File: config.mk
export PLATFORM = sky130hd
export DESIGN_NAME = centroid_divider
export DESIGN_NICKNAME = d
export VERILOG_FILES = /design/src/rtl/centroid_divider.sv
export SDC_FILE = /design/constraint.sdc
export NUM_CORES = 2
export LEC_CHECK = 0
export CELL_PAD_IN_SITES_DETAIL_PLACEMENT = 2
export CELL_PAD_IN_SITES_GLOBAL_PLACEMENT = 2
export CORE_AREA = 4 4 397 497
export CTS_CLUSTER_DIAMETER = 100
export DETAILED_ROUTE_END_ITERATION = 8
export DIE_AREA = 0 0 401 501
export GPL_TIMING_DRIVEN = 0
export PLACE_DENSITY = 0.91
export SETUP_SLACK_MARGIN = 0.2
export SLEW_MARGIN = 5
export SYNTH_ARGS = -nofsm -noshare
export SYNTH_HDL_FRONTEND = slang
export SYNTH_SLANG_ARGS = --single-unit
File: constraint.sdc
create_clock -name clk -period 3.25 [get_ports clk]
set_input_delay 0.65 -clock clk [delete_from_list [all_inputs] [get_ports clk]]
set_output_delay 0.65 -clock clk [all_outputs]
set_load 0.01 [all_outputs]
File: src/rtl/centroid_divider.sv
// Multi-channel restoring divider: each enabled channel computes floor(dividend/divisor)
// over NUM_W RUN cycles; divide-by-zero channels flag dz and keep their previous quotient.

module centroid_divider_lane #(
    parameter int NUM_W = 20,
    parameter int DEN_W = 12
) (
    input  logic             clk,
    input  logic             reset,
    input  logic             load,
    input  logic             step,
    input  logic             last,
    input  logic             en_in,
    input  logic [NUM_W-1:0] dvd_in,
    input  logic [DEN_W-1:0] div_in,
    output logic [NUM_W-1:0] q,
    output logic             dz
);
    logic             en_q, en_d;
    logic [NUM_W-1:0] dvd_q, dvd_d;
    logic [DEN_W-1:0] div_q, div_d;
    logic [DEN_W:0]   rem_q, rem_d;
    logic [NUM_W-1:0] quo_q, quo_d;
    logic [NUM_W-1:0] q_q, q_d;
    logic             dz_q, dz_d;

    logic [DEN_W:0]   shifted;
    logic             ge;
    logic [DEN_W:0]   rem_nxt;
    logic [NUM_W-1:0] quo_nxt;

    always_comb begin
        shifted = {rem_q[DEN_W-1:0], dvd_q[NUM_W-1]};
        // A set top bit can only appear with a zero divisor, whose result is discarded.
        ge      = rem_q[DEN_W] || (shifted >= {1'b0, div_q});
        rem_nxt = ge ? (shifted - {1'b0, div_q}) : shifted;
        quo_nxt = (quo_q << 1) | {{(NUM_W-1){1'b0}}, ge};

        en_d  = en_q;
        dvd_d = dvd_q;
        div_d = div_q;
        rem_d = rem_q;
        quo_d = quo_q;
        q_d   = q_q;
        dz_d  = dz_q;

        if (load) begin
            en_d  = en_in;
            dvd_d = dvd_in;
            div_d = div_in;
            rem_d = '0;
            quo_d = '0;
        end else if (step) begin
            dvd_d = dvd_q << 1;
            rem_d = rem_nxt;
            quo_d = quo_nxt;
            if (last && en_q) begin
                if (div_q != '0) begin
                    q_d  = quo_nxt;
                    dz_d = 1'b0;
                end else begin
                    dz_d = 1'b1;
                end
            end
        end
    end

    always_ff @(posedge clk) begin
        if (reset) begin
            en_q  <= 1'b0;
            dvd_q <= '0;
            div_q <= '0;
            rem_q <= '0;
            quo_q <= '0;
            q_q   <= '0;
            dz_q  <= 1'b0;
        end else begin
            en_q  <= en_d;
            dvd_q <= dvd_d;
            div_q <= div_d;
            rem_q <= rem_d;
            quo_q <= quo_d;
            q_q   <= q_d;
            dz_q  <= dz_d;
        end
    end

    assign q  = q_q;
    assign dz = dz_q;
endmodule

module centroid_divider #(
    parameter int CH    = 16,
    parameter int NUM_W = 20,
    parameter int DEN_W = 12
) (
    input  logic                clk,
    input  logic                reset,
    input  logic                start,
    input  logic [CH-1:0]       en,
    input  logic [CH*NUM_W-1:0] dividend,
    input  logic [CH*DEN_W-1:0] divisor,
    output logic                busy,
    output logic                done,
    output logic                all_ready,
    output logic [CH-1:0]       dz,
    output logic [CH*NUM_W-1:0] q
);
    localparam int CNT_W = $clog2(NUM_W + 1);
    localparam logic [CNT_W-1:0] LAST_CNT = CNT_W'(NUM_W - 1);

    typedef enum logic [1:0] {IDLE, RUN, FIN} state_t;

    state_t           state_q, state_d;
    logic [CNT_W-1:0] cnt_q, cnt_d;
    logic             all_ready_q, all_ready_d;
    logic             load, step, last;

    always_comb begin
        state_d     = state_q;
        cnt_d       = cnt_q;
        all_ready_d = all_ready_q;
        load        = 1'b0;
        step        = 1'b0;
        last        = 1'b0;
        case (state_q)
            IDLE: begin
                if (start) begin
                    load        = 1'b1;
                    cnt_d       = '0;
                    all_ready_d = 1'b0;
                    state_d     = RUN;
                end
            end
            RUN: begin
                step  = 1'b1;
                cnt_d = cnt_q + 1'b1;
                // Final step writes results so they appear together with done.
                if (cnt_q == LAST_CNT) begin
                    last        = 1'b1;
                    cnt_d       = '0;
                    all_ready_d = 1'b1;
                    state_d     = FIN;
                end
            end
            FIN:     state_d = IDLE;
            default: state_d = IDLE;
        endcase
    end

    always_ff @(posedge clk) begin
        if (reset) begin
            state_q     <= IDLE;
            cnt_q       <= '0;
            all_ready_q <= 1'b0;
        end else begin
            state_q     <= state_d;
            cnt_q       <= cnt_d;
            all_ready_q <= all_ready_d;
        end
    end

    assign busy      = (state_q != IDLE);
    assign done      = (state_q == FIN);
    assign all_ready = all_ready_q;

    for (genvar i = 0; i < CH; i++) begin : g_lane
        centroid_divider_lane #(.NUM_W(NUM_W), .DEN_W(DEN_W)) u_lane (
            .clk    (clk),
            .reset  (reset),
            .load   (load),
            .step   (step),
            .last   (last),
            .en_in  (en[i]),
            .dvd_in (dividend[i*NUM_W +: NUM_W]),
            .div_in (divisor[i*DEN_W +: DEN_W]),
            .q      (q[i*NUM_W +: NUM_W]),
            .dz     (dz[i])
        );
    end
endmodule

==> summary.txt <==
Status
  – Status: completed

Floorplanning
  – Top-level I/O count: 870
  – Die Y: 501 um
  – Die Wd: 401 um
  – Starting density of the core: 31.9%
  – Core area: 192000 sq um
  – # rows: 180
  – Die area: 201000 sq um

STA
  – Setup TNS: 0 ns
  – Setup Viol. Count Final: 0
  – Final WS setup: 0.138 ns
  – FMAX: 0.321 GHz
  – Actual slew at the worst max-slew pin: 1.34 ns
  – Tmin final: 3.11 ns
  – Hold Fails Final Rpt: 0
  – Clock Skews: 0.0659 ns
  – Max-slew violations: 0
  – Period utilization: 95.8%
  – Fin Hold WS: 0.356 ns
  – Slew HR: 10.9%
  – RSZ-0062 raised after global routing: yes

Synthesis
  – Synth top area share: 45.1%
  – Most area-consuming cells after synthesis: dfxtp_1 (45%), nand2_1 (11%), a21oi_1 (6.2%)
  – Largest area contributor in the netlist: dfxtp_1
  – Synthesized net count: 8317
  – Primary FF master, synth: dfxtp_1
  – EDFF count, synth: 0
  – Synthesized area per cell: 8.10 sq um
  – Post-Syn Area: 61400 sq um
  – Post-synthesis sequential area ratio: 45.1%
  – FFs w/ async S/R, synth: 0%
  – Post-synthesis register bit count: 1384
  – Netlist cell types: 88
  – Yosys warns: 0
  – Most common cell in the synthesized netlist: nand2_1
  – Post-synth top cells: nand2_1 (1832), dfxtp_1 (1384), nor2_1 (814)
  – Mapped Cells: 7577

Cells and area
  – Finished Core Util: 41.1%
  – Final net count: 9357
  – Fraction of layout cells with a size suffix above 1: 5.59%
  – Layout Area Growth over Synthesis: 28.8%

Global route
  – Total track usage: 31.7%
  – First-pass GRT wire length: 480 mm
  – Initial antenna violation count: 96
  – Vias in the first global route: 70.1k
  – Total grt overflow: 0
  – Pin count of the biggest net entering global routing: 17

Min path
  – Hold EP: g_lane[0].u_lane.div_q[4]
  – Hold WC Path Type: in -> reg
  – HP Start: divisor[4]
  – Worst hold stages: 3

Routing
  – # DRC: 0
  – Avg WL per Cell: 29.6 um
  – Vias per std cell: 5.56
  – Antenna Nets Post-Route: 0
  – DRT Pass-1 Iters: 5
  – DR vias: 63.0k
  – DRT iter0 DRCs: 3568
  – Final WL: 335 mm

Power
  – Cell Int Power: 0.0331 W
  – Switch share: 34.3%
  – Pwr/cell area: 636 nW/um^2
  – Switching power: 0.0172 W
  – Power share of the clock group: 37.6%
  – Comb pwr share: 25.5%
  – Leakage power: 28.3 nW
  – Part of the power in registers: 36.8%
  – Worst IR Drop VDD: 0.560 mV

Critical path
  – CP arrival: 3.78 ns
  – Reg-to-reg slack, setup: 0.14 ns
  – CP Launch Type: register
  – Worst r2r dst: g_lane[6].u_lane.quo_q[4]
  – Critical R2R Launch: state_q[1]
  – WP data required: 3.92 ns
  – R2R cell count: 7
  – CP endpoint kind: register
  – Crit Path Category: reg -> reg
  – Crit path max fanout: 10

CTS
  – CTS sink count: 1384
  – CTS clk-pin slew, worst paths: 0.07 ns
  – Number of buffers created by CTS: 154
  – CTS root buffer: clkbuf_16
  – CTS tree: built
  – Hold_buf cts: 0
  – H-tree Lvls: 4
  – Clk buf depth: 3
  – Clk Latency, worst-skew pair: 0.85 ns

Placement
  – Setup WS pre-CTS: -1.53 ns
  – Final HPWL DP: 242 mm
  – GP Congestion: 0.914
  – PortBufs: 868

Run
  – Max_cap viols: 0
## flip-flops by register name, summed over array words and instances, names as in the netlist
signal               cells
g_lane.u_lane.div_q    192
state_q                  2
g_lane.u_lane.q        320
g_lane.u_lane.dvd_q    320
g_lane.u_lane.rem_q    208
g_lane.u_lane.dz        16
all_ready                1
g_lane.u_lane.quo_q    304
cnt_q                    5
g_lane.u_lane.en_q      16
## cells by family (layout without fill, tap and decap cells)
group                    count (synthesis)  count (layout)  synth area share, %
AO/OA/AOI/OAI                         1671            1671                 17.3
XOR/XNOR                               138             138                 1.97
adder cells (fa/ha/maj)                209             209                 4.46
buffers and inverters                  783            1946                 5.20
flip-flops                            1384            1384                 45.1
multiplexers                           385             385                 6.29
other                                    0              36                    0
AND/OR/NAND/NOR                       3007            3007                 19.6
## routing by layer
layer	vias to the layer above	part of all wire (%)	global-route usage [%]
li1	27900	-	-
met1	31800	37	33.6
met2	2259	49	56.2
met3	896	7.3	9.36
met4	100	6.4	17.8
met5	-	0.19	0
## final cells by class
class / count / area [sq um]
Fill cell: 21300 / 113000
Multi-Input combinational cell: 5410 / 30600
Sequential cell: 1384 / 27700
Timing Repair Buffer: 884 / 8850
Clock buffer: 211 / 4330
Tap cell: 2548 / 3190
Buffer: 536 / 2410
Clock inverter: 68 / 972
Inverter: 247 / 931
Antenna cell: 36 / 90.1
## power by group through the flow
stage / logic [W] / clock network (W) / registers (W)
3_3_place_gp: 0.0116 / 0 / 0.0188
4_1_cts: 0.0126 / 0.0191 / 0.0185
2_1_floorplan: 0.00781 / 0 / 0.0186
3_5_place_dp: 0.0122 / 0 / 0.0188
6_report: 0.0128 / 0.0189 / 0.0185
5_1_grt: 0.0138 / 0.0198 / 0.0186
## how the worst max path moves through the flow
| stage | from | endpoint | slack [ns] |
|---|---|---|---|
| finish | state_q[1] | g_lane[6].u_lane.quo_q[4] | 0.14 |
| global route | state_q[1] | g_lane[7].u_lane.quo_q[11] | 0.16 |
| CTS | state_q[1] | g_lane[13].u_lane.dvd_q[18] | 0.16 |
| detailed placement | start | g_lane[14].u_lane.rem_q[1] | -1.53 |
| global placement | state_q[0] | g_lane[5].u_lane.rem_q[6] | -1.48 |
| floorplan | g_lane[5].u_lane.div_q[1] | g_lane[5].u_lane.rem_q[4] | 0.83 |
## through the flow
stage	cells	total power (W)	instance area, sq um
floorplan	7577	0.0264	61400
global placement	11000	0.0304	73300
detailed placement	11000	0.0311	73300
CTS	11300	0.0503	78800
global route	11300	0.0522	79000
finish	11300	0.0503	79000
## cell usage in the layout, fill, tap and decap left out, types with 52 or more instances in the layout
master              n
clkdlybuf4s50_1   868
a21o_1             56
clkbuf_16         154
xor2_1             52
inv_1             246
nand2_1          1831
dfxtp_1          1384
o21ai_0           250
a21oi_1           762
a311oi_1          306
xnor2_1            86
mux2i_1           378
clkbuf_2           79
nor4_1             59
nand3_1            92
clkbuf_1          373
ha_1              193
nor2_1            811
buf_4              58
## what timing repair did
action,CTS,global route
setup endpoints to repair,1366,260
cloned,0,0
pin swaps,2,4
gates resized for setup,87,51
buffers inserted,8,7
## worst max-delay path, stage by stage, from the launching register on
cell and delay (ns):
dfxtp_1 0.33, nor2_1 0.30, nand2_2 0.38, nand2b_1 0.18, clkbuf_2 0.37, clkbuf_2 0.54
clkbuf_1 0.64, a21oi_1 0.18
Power figures use the tool's default switching activity.
